==> config.mk <==
export PLATFORM = sky130hd
export DESIGN_NAME = data_cache_flat
export DESIGN_NICKNAME = d
export VERILOG_FILES = /design/src/rtl/data_cache_if.sv /design/src/rtl/data_cache.sv /design/src/flat_wrapper.sv
export SDC_FILE = /design/constraint.sdc
export NUM_CORES = 2
export LEC_CHECK = 0
export CAP_MARGIN = 40
export CORE_ASPECT_RATIO = 1.4
export CORE_MARGIN = 4
export CORE_UTILIZATION = 55
export CTS_BUF_LIST = sky130_fd_sc_hd__clkbuf_4 sky130_fd_sc_hd__clkbuf_8
export CTS_CLUSTER_DIAMETER = 100
export DETAILED_ROUTE_END_ITERATION = 10
export GPL_TIMING_DRIVEN = 0
export PLACE_DENSITY = 0.72
export SYNTH_ARGS = -nofsm -noshare
export SYNTH_HDL_FRONTEND = slang
export SYNTH_SLANG_ARGS = --single-unit
==> constraint.sdc <==
create_clock -name clk -period 14.3 [get_ports clk]
set_input_delay 2.86 -clock clk [delete_from_list [all_inputs] [get_ports clk]]
set_output_delay 2.86 -clock clk [all_outputs]
set_load 0.01 [all_outputs]
==> src/rtl/data_cache_if.sv <==
// data_cache_if
// Bundles the core-side load/store port and the memory-side port of the
// data cache. The cache connects through the slave modport; the core/memory
// environment drives through the master modport.
//
// Stall handshake: the cache raises interupt_second (writeback) or
// interupt_start (fill) and holds it steady until the core returns a
// one-cycle interupt_stop pulse; the phase ends on the posedge that samples
// interupt_stop=1. While a phase is active the core holds opcode,
// cache_addr, cache_we and cache_data_in stable.
//
// Signals
//   opcode          core -> cache  7'h03 load, 7'h23 store, else no access
//   cache_addr      core -> cache  byte address, [1:0] ignored
//   cache_we        core -> cache  store request
//   cache_data_in   core -> cache  store bytes, element 0 = addr+0
//   cache_data_out  cache -> core  load bytes of the indexed line
//   cache_hit       cache -> core  access hits a valid matching line
//   interupt_start  cache -> core  fill phase active
//   interupt_second cache -> core  writeback phase active
//   interupt_stop   core -> cache  current memory phase complete
//   mem_addr        cache -> mem   word address
//   mem_data_in     cache -> mem   victim bytes
//   mem_data_out    mem -> cache   combinational read of mem_addr
//   mem_we          cache -> mem   write enable
//   dbg_state       cache -> any   FSM state for observation
interface data_cache_if;
  logic [6:0]       opcode;
  logic [31:0]      cache_addr;
  logic             cache_we;
  logic [0:3][7:0]  cache_data_in;
  logic [0:3][7:0]  cache_data_out;
  logic             cache_hit;
  logic             interupt_start;
  logic             interupt_second;
  logic             interupt_stop;
  logic [31:0]      mem_addr;
  logic [0:3][7:0]  mem_data_in;
  logic [0:3][7:0]  mem_data_out;
  logic             mem_we;
  logic [1:0]       dbg_state;

  modport slave (
    input  opcode, cache_addr, cache_we, cache_data_in, interupt_stop, mem_data_out,
    output cache_data_out, cache_hit, interupt_start, interupt_second,
           mem_addr, mem_data_in, mem_we, dbg_state
  );

  modport master (
    output opcode, cache_addr, cache_we, cache_data_in, interupt_stop, mem_data_out,
    input  cache_data_out, cache_hit, interupt_start, interupt_second,
           mem_addr, mem_data_in, mem_we, dbg_state
  );
endinterface

==> src/rtl/data_cache.sv <==
// data_cache
// Direct-mapped, write-back, write-allocate cache of NUM_LINES one-word lines
// between the core's load/store port and byte-organised data memory.
// A miss stalls the core: a dirty victim is first written back (WB phase,
// interupt_second), then the requested word is fetched (FILL phase,
// interupt_start). The core times memory latency and ends each phase with
// interupt_stop.
//
// Ports
//   clk    in  clock, all state on posedge
//   rst_b  in  asynchronous reset, active high
//   bus    slave modport of data_cache_if (core and memory signals)
module data_cache #(
  parameter int NUM_LINES = 32
) (
  input  logic         clk,
  input  logic         rst_b,
  data_cache_if.slave  bus
);
  localparam int INDEX_W = $clog2(NUM_LINES);
  localparam int TAG_W   = 32 - INDEX_W - 2;

  typedef enum logic [1:0] {
    S_IDLE = 2'd0,
    S_WB   = 2'd1,
    S_FILL = 2'd2
  } state_t;

  state_t                 state_q;
  logic                   int_start_q;
  logic                   int_second_q;
  logic [NUM_LINES-1:0]   valid_q;
  logic [NUM_LINES-1:0]   dirty_q;
  logic [TAG_W-1:0]       tag_q  [NUM_LINES];
  logic [0:3][7:0]        data_q [NUM_LINES];

  logic [INDEX_W-1:0]     idx;
  logic [TAG_W-1:0]       addr_tag;
  logic                   access;
  logic                   store_req;
  logic                   hit_raw;
  logic                   unused_addr_bits;

  assign idx       = bus.cache_addr[INDEX_W+1:2];
  assign addr_tag  = bus.cache_addr[31:INDEX_W+2];
  assign access    = (bus.opcode == 7'h03) || (bus.opcode == 7'h23);
  assign store_req = (bus.opcode == 7'h23) && bus.cache_we;
  assign hit_raw   = access && valid_q[idx] && (tag_q[idx] == addr_tag);

  // Byte offset is irrelevant for one-word lines.
  assign unused_addr_bits = ^bus.cache_addr[1:0];

  assign bus.cache_hit      = !rst_b && hit_raw;
  assign bus.cache_data_out = rst_b ? '0 : data_q[idx];

  assign bus.interupt_start  = int_start_q;
  assign bus.interupt_second = int_second_q;
  assign bus.mem_we          = int_second_q;
  assign bus.dbg_state       = state_q;

  // Memory port: victim address/data during writeback, the requested word
  // address otherwise; write data is forced to zero outside writeback.
  always_comb begin
    bus.mem_addr    = {bus.cache_addr[31:2], 2'b00};
    bus.mem_data_in = '0;
    if (state_q == S_WB) begin
      bus.mem_addr    = {tag_q[idx], idx, 2'b00};
      bus.mem_data_in = data_q[idx];
    end
  end

  // Control FSM with registered stall outputs.
  always_ff @(posedge clk or posedge rst_b) begin
    if (rst_b) begin
      state_q      <= S_IDLE;
      int_start_q  <= 1'b0;
      int_second_q <= 1'b0;
      valid_q      <= '0;
      dirty_q      <= '0;
    end else begin
      case (state_q)
        S_IDLE: begin
          if (access && !hit_raw) begin
            if (valid_q[idx] && dirty_q[idx]) begin
              state_q      <= S_WB;
              int_second_q <= 1'b1;
            end else begin
              state_q     <= S_FILL;
              int_start_q <= 1'b1;
            end
          end else if (hit_raw && store_req) begin
            dirty_q[idx] <= 1'b1;
          end
        end
        S_WB: begin
          if (bus.interupt_stop) begin
            dirty_q[idx] <= 1'b0;
            state_q      <= S_FILL;
            int_second_q <= 1'b0;
            int_start_q  <= 1'b1;
          end
        end
        S_FILL: begin
          if (bus.interupt_stop) begin
            valid_q[idx] <= 1'b1;
            dirty_q[idx] <= 1'b0;
            state_q      <= S_IDLE;
            int_start_q  <= 1'b0;
          end
        end
        default: begin
          state_q      <= S_IDLE;
          int_start_q  <= 1'b0;
          int_second_q <= 1'b0;
        end
      endcase
    end
  end

  // Line storage needs no reset: valid bits gate every use. Writes only occur
  // from IDLE or FILL, and reset forces IDLE with all lines invalid, so a
  // reset-time edge cannot write a line.
  always_ff @(posedge clk) begin
    if (state_q == S_IDLE && hit_raw && store_req) begin
      data_q[idx] <= bus.cache_data_in;
    end else if (state_q == S_FILL && bus.interupt_stop) begin
      data_q[idx] <= bus.mem_data_out;
      tag_q[idx]  <= addr_tag;
    end
  end
endmodule

==> src/flat_wrapper.sv <==
// flat-port wrapper written by rule: the top's interface ports become plain ports
module data_cache_flat 
#(
  parameter int NUM_LINES = 32
)
  (clk, rst_b, bus_opcode, bus_cache_addr, bus_cache_we, bus_cache_data_in, bus_interupt_stop, bus_mem_data_out, bus_cache_data_out, bus_cache_hit, bus_interupt_start, bus_interupt_second, bus_mem_addr, bus_mem_data_in, bus_mem_we, bus_dbg_state);
  data_cache_if bus_i ();
  input  logic clk;
  input  logic rst_b;
  input wire logic [$bits(bus_i.opcode)-1:0] bus_opcode;
  input wire logic [$bits(bus_i.cache_addr)-1:0] bus_cache_addr;
  input wire logic [$bits(bus_i.cache_we)-1:0] bus_cache_we;
  input wire logic [$bits(bus_i.cache_data_in)-1:0] bus_cache_data_in;
  input wire logic [$bits(bus_i.interupt_stop)-1:0] bus_interupt_stop;
  input wire logic [$bits(bus_i.mem_data_out)-1:0] bus_mem_data_out;
  output wire logic [$bits(bus_i.cache_data_out)-1:0] bus_cache_data_out;
  output wire logic [$bits(bus_i.cache_hit)-1:0] bus_cache_hit;
  output wire logic [$bits(bus_i.interupt_start)-1:0] bus_interupt_start;
  output wire logic [$bits(bus_i.interupt_second)-1:0] bus_interupt_second;
  output wire logic [$bits(bus_i.mem_addr)-1:0] bus_mem_addr;
  output wire logic [$bits(bus_i.mem_data_in)-1:0] bus_mem_data_in;
  output wire logic [$bits(bus_i.mem_we)-1:0] bus_mem_we;
  output wire logic [$bits(bus_i.dbg_state)-1:0] bus_dbg_state;
  assign bus_i.opcode = bus_opcode;
  assign bus_i.cache_addr = bus_cache_addr;
  assign bus_i.cache_we = bus_cache_we;
  assign bus_i.cache_data_in = bus_cache_data_in;
  assign bus_i.interupt_stop = bus_interupt_stop;
  assign bus_i.mem_data_out = bus_mem_data_out;
  assign bus_cache_data_out = bus_i.cache_data_out;
  assign bus_cache_hit = bus_i.cache_hit;
  assign bus_interupt_start = bus_i.interupt_start;
  assign bus_interupt_second = bus_i.interupt_second;
  assign bus_mem_addr = bus_i.mem_addr;
  assign bus_mem_data_in = bus_i.mem_data_in;
  assign bus_mem_we = bus_i.mem_we;
  assign bus_dbg_state = bus_i.dbg_state;
  data_cache #(.NUM_LINES(NUM_LINES)) u_core (.clk(clk), .rst_b(rst_b), .bus(bus_i));
endmodule
**After elaboration in Yosys (flattened, before gate mapping)**

Memories as Yosys holds them, arrays and structs flattened.
Cells that the tools add are included.

- Bits in registers: 68
- RAM bits: 1824
- Input bits: 107
- Output and inout port bits: 102
- Memories: 2

Memory list:

| name | words | width | read ports | clocked after Yosys merged registers in | wr ports | RTL line | RTL |
|---|---|---|---|---|---|---|---|
| u_core.data_q | 32 | 32 | 1 | 0 | 1 | data_cache.sv:35 | `logic [0:3][7:0] data_q [NUM_LINES];` |
| u_core.tag_q | 32 | 25 | 1 | 0 | 1 | data_cache.sv:34 | `logic [TAG_W-1:0] tag_q [NUM_LINES];` |

- $lt $le $gt $ge: 2
- Equal/unequal tests: 13
- Muxes and demuxes: 32
- Bitwise gates (word level): 6
- Reductions and logical operators: 22

Operators by type and width:

| operator | count |
|---|---|
| 2-to-1 mux 32 bit | 7 |
| bitwise OR 32 bit | 2 |
| case mux 32 bit (2 select lines) | 1 |
| bitwise AND 32 bit | 1 |
| NOT 32 bit | 1 |
| == test 25 bit | 1 |
| 2-to-1 mux 1 bit | 14 |
| AND reduction 4 bit | 3 |
| logical AND 1 bit | 11 |
| binary-select mux 1 bit (select 5 bit) | 2 |
| 2-to-1 mux 2 bit | 4 |
| != test 2 x 1 -> 1 bit (second input constant) | 4 |
| != test 2 bit (second input constant) | 4 |
| == test 7 x 2 -> 1 bit (second input constant) | 1 |
| == test 7 x 6 -> 1 bit (second input constant) | 1 |
| < comparator 5 x 6 -> 1 bit (second input constant) | 1 |
| case mux 1 bit (3 select lines) | 2 |
| case mux 2 bit (3 select lines) | 1 |
| demux 1 bit (select 5 bit) | 1 |
| greater-or-equal comparator 5 x 1 -> 1 bit (second input constant) | 1 |
| AND reduction 3 bit | 1 |
| == test 2 x 1 -> 1 bit (second input constant) | 1 |
| == test 2 bit (second input constant) | 1 |
| zero test 1 bit | 2 |
| 7 further kinds | 7 |

**Logic depth before layout (Yosys ltp)**

- Word-level depth: 9
- Mapped depth: 17
- Gate-level depth less buffers: 9

**Worst setup path before layout**

No wires, ideal clock.

- Path type: input to output
- Start: in bus_cache_addr[3]
- End: out bus_mem_data_in[19]
- Arrival: 5472 ps
- Setup slack: 5968 ps
- Cell stages on the path: 11
- Buffers on the path: 7
- Cells stage by stage: buf_4 > buf_2 > buf_2 > buf_2 > buf_2 > clkbuf_1 > clkbuf_1 > mux4_2 > a22oi_1 > and4_1 > nor2b_1

- Cells in the longest elaborated chain, start to end: 2

RTL lines:

| what | RTL line | RTL |
|---|---|---|
| from (decl) | flat_wrapper.sv:11 | `input wire logic [$bits(bus_i.cache_addr)-1:0] bus_cache_addr;` |
| memory read (32 x 32 bit) | -- |  |
| 2-to-1 mux 32 bit | data_cache.sv:66 | `if (state_q == S_WB) begin` |
| to (decl) | flat_wrapper.sv:21 | `output wire logic [$bits(bus_i.mem_data_in)-1:0] bus_mem_data_in;` |

No other way between the ends.

**Final worst setup path**

- Start: in bus_cache_addr[5]
- End: out bus_cache_hit

- Cells in the longest elaborated chain, start to end: 5
- Elaborated cells between the ends (all ways): 7
- Classes of those cells: eq/ne (1); mux (2); reduce/logical (3); memory (1)

RTL lines:

| what | RTL line | RTL |
|---|---|---|
| branches (longest 3 deep; another with memory read (32 x 25 bit)) | -- |  |
| logical AND 1 bit * | data_cache.sv:48 | `assign hit_raw = access && valid_q[idx] && (tag_q[idx] == addr_tag);` |
| logical AND 1 bit * | data_cache.sv:53 | `assign bus.cache_hit = !rst_b && hit_raw;` |
| to (decl) | flat_wrapper.sv:17 | `output wire logic [$bits(bus_i.cache_hit)-1:0] bus_cache_hit;` |

Mark *: on every way between the ends. The select of a mux whose other input is x is not followed.

==> results.md <==
* Stage delay of the slowest cell on the critical path at 0.73 ns
* Hold path startpoint: u_core.valid_q[4]
* Via count of the first global-routing pass at 43,935
* Slowest stage cell, crit path: clkbuf_1
* Library cell with the largest summed area after synthesis: edfxtp_1
* DRC errors left at 0
* Part of the power in the clock network at 37.2%
* Area share of the leading cell type in the synthesized netlist at between 70% and 80%
* Final setup fails at 0
* Clock tree from TritonCTS: done
* Critical path buffers and inverters at 5
* Crit end category: output pin
* Largest voltage drop on the vdd net at 111 uV
* Most used flip-flop cell after synthesis: edfxtp_1
* Wire length of the first global-routing pass at about 330,000 um
* Worst Tran Pin Value at just over 1 ns
* Count of input and output buffers at 201
* Setup TNS at 0 ns
* Leading post-synthesis cells by instance count: edfxtp_1 (1,824), mux2i_1 (401), mux4_2 (272)
* Max Clock Freq at 88.4 MHz
* Summed instance area of the synthesized netlist at roughly 74,000 um^2
* I/O pin count at 209
* Pwr dens at 132 nW/um^2
* Number of vias in the routed layout at roughly 44,000
* Source-to-sink clock delay at the later pin of the worst-skew pair at 1.01 ns
* Overall power of the completed layout at 11,700 uW
* Maximum level of the CTS H-tree at 5
* Maximum number of pins on one net before global-route repair at 39
* Critical Path Start: bus_cache_addr[5]
* Critical path class: in2out
* Synth-to-layout area growth at 19.4%
* Clock period minus final worst setup slack at 11.31 ns
* Switching share of power at 23.5%
* Die Y-Extent at ~440 um
* DRC marker count from the first detailed-route iteration at 7,225
* Count of state elements after synthesis at 1,892
* Net switching power at 2750 uW
* Class of the tightest hold or removal check: reg2reg
* Fraction of layout instances using a drive strength above 1 at between 20 and 25%
* Effective utilization at floorplan at 55.3%
* Initial antenna violation count at 9
* Die X-Extent at 318 um
* Total detailed-routing wirelength at about 240,000 um
* All-layer global routing usage at between 30% and 40%
* Share of the clock period used by the worst path at 79.1%
* Launching point of the worst reg2reg path: u_core.tag_q[11][2]
* Static leakage power at around 0.03 uW
* Post-route cell area at 88,500 um^2
* Antenna violation net count after detailed routing at 0
* Count of endpoints failing hold in the final timing report at 0
* Clock root cell: clkbuf_8
* Crit path depth at 13
* List of cells traversed by the critical path: clkdlybuf4s50_1 -> buf_6 -> buf_2 -> nand4b_1 -> clkbuf_1 -> o22ai_1 -> nor4_1 -> and3b_1 -> o211ai_1 -> nor4bb_1 -> and4_1 -> and3_1 -> clkdlybuf4s50_1
* Num CTS Buffers at 289
* Status: complete, no violations
* Critical Path Fanout Max at 10
* Worst clock skew on the final layout at between 0.07 and 0.08 ns
* Final worst hold slack at 0.467 ns
* Synth area leaders: edfxtp_1 (74%), mux4_2 (8.3%), mux2i_1 (5.4%)
* Max-cap violation count at 0
* WP data required at 11.44 ns
* Vias per cell at 6.84
* Net total in the final layout at around 4,600
* Clock sink count at around 1,900
* Comb pwr share at 8.8%
* Cell family contributing the most delay on the critical path: simple AND/OR/NAND/NOR gates
* Sequential group share of total power at between 50% and 60%
* Design internal power at 8970 uW
* Slew headroom at around a third
* Max-slew violation count at 0
* Fraction of synthesis flops using an asynchronous set or reset pin at 3.59%
* Syn Area/Cell at 19.6 um^2
* Cell count of the worst reg-to-reg path at 12
* Share of the yosys chip area belonging to registers at 76.2%
* Number of hold buffers added after cts at 0
* Sum of net half-perimeters after detailed placement at 160,000 um
* RePlAce Congestion at just over 0.9
* Syn. warnings at 0
* Critical path arrival at 8.45 ns
* Overflow left after global routing at 0
* Post-layout utilization of the core at around two thirds
* RSZ-0062 raised after global routing: false
* CTS clock-pin slew for the worst setup and hold paths at 0.06 ns
* DR pass1 iterations at 9
* Total cell area at the placement stage at 83,000 um^2
* Mapped Cells at 3,777
* Instance count along the most critical hold path at 1
* Number of gates resized after cts at 0
* Most frequent cell after synthesis: edfxtp_1
* Number of buffers added for setup after CTS at 0
* Floorplan core area at approximately 130,000 um^2
* Count of unique library cells instantiated by Yosys at 57
* Kind of launch point of the worst setup path: primary input
* Bufs on Longest Clock Path at 4
* Avg WL per Cell at approximately 37 um
* Total number of placement rows at about 160
* Die footprint at 141,000 um^2
* Most prevalent standard cell on the critical path: clkdlybuf4s50_1
* Number of enable-type register cells in the synthesized netlist at 1,824
-- sequential cells by signal, indices dropped and copies added, names as in the netlist, named ones only --
signal,flops
u_core.valid_q,32
u_core.bus.dbg_state,2
u_core.data_q,1024
u_core.bus.interupt_start,1
u_core.bus.interupt_second,1
u_core.tag_q,800
-- cells by family after synthesis --
family | after synthesis | synth area share [%]
AOI/OAI and AO/OA | 492 | 4.74
xor gates and xnor gates | 4 | 0.0473
adders and majority gates | 3 | 0.0506
buffers and inverters | 258 | 1.60
DFF | 1892 | 76.2
muxes | 705 | 14.2
other | 1 | 0.00506
and+or+nand+nor | 422 | 3.20
-- path summary, 6_finish.rpt --
check                                                   to  slack (ns)
min in group asynchronous       asynchronous set/reset pin        2.24
worst max-delay path                         bus_cache_hit        2.99
worst min-delay path                     u_core.valid_q[4]        0.47
worst max register to register       u_core.data_q[17][11]        8.61
worst min register to register           u_core.valid_q[4]        0.47
max in group asynchronous               u_core.valid_q[20]       11.50
-- layout make-up --
cell class | count | area (um^2)
clock inverters | 101 | 716
clock buffers | 385 | 4740
well taps | 1771 | 2220
repair buffers | 440 | 6190
diodes | 3 | 7.51
fillers | 8671 | 45600
flip-flops and latches | 1892 | 56500
multi-input cells | 1628 | 17000
inverters | 7 | 28.8
plain buffers | 251 | 1160
-- worst register-to-register path, cell delays in order, from the launching register on --
cell and delay (ns):
edfxtp_1 0.37, mux2i_1 0.18, o22ai_1 0.11, nor4_1 0.66, a21oi_1 0.16, or4_4 0.69
or4_1 0.75, nor4_1 0.58, a21oi_1 0.32, clkbuf_1 0.32, buf_8 0.23, nor2_4 0.67
buf_12 0.29
-- power by group through the flow --
stage / logic [uW] / registers, uW / clock network, uW
after floorplan: 514 / 6430 / 0
after global routing: 1070 / 6330 / 4660
after detailed placement: 1010 / 6440 / 0
final: 1030 / 6330 / 4360
after CTS: 1020 / 6330 / 4370
after global placement: 887 / 6450 / 0
-- routing by layer --
metal	GRT usage [%]	routed length (um)
met2	53.5	113000
met3	8.05	28400
met4	22.4	19400
met1	40.5	76400
met5	0	58
-- per-stage QoR --
| stage | setup slack (ns) | instances |
|---|---|---|
| 2_1_floorplan | 5.97 | 3778 |
| 3_3_place_gp | 1.44 | 5750 |
| 3_5_place_dp | 3.15 | 5988 |
| 4_1_cts | 3.10 | 6474 |
| 5_1_grt | 3.03 | 6476 |
| 6_report | 2.99 | 6478 |
-- cells in the final DEF (no fill, tap or decap), types with 15 or more instances in the layout --
cell	count
dfrtp_1	68
nor2_4	64
clkbuf_1	135
nor4_1	62
nand3_1	15
clkinv_2	24
clkdlybuf4s50_1	201
o21bai_1	24
edfxtp_1	1824
buf_6	58
clkbuf_8	295
buf_2	40
a31oi_1	26
o21ai_1	29
clkbuf_4	90
nor2b_1	34
a21o_1	17
nand2_1	44
buf_12	57
mux2_2	32
buf_1	37
mux2i_1	401
a21oi_1	15
clkinv_1	56
a22oi_1	137
o22ai_1	200
buf_8	87
buf_4	30
buf_16	42
nor2_1	66
o221ai_2	29
mux4_2	272
and4_1	34
nand4_1	40
Note: power is estimated with default switching activity, not from simulation.
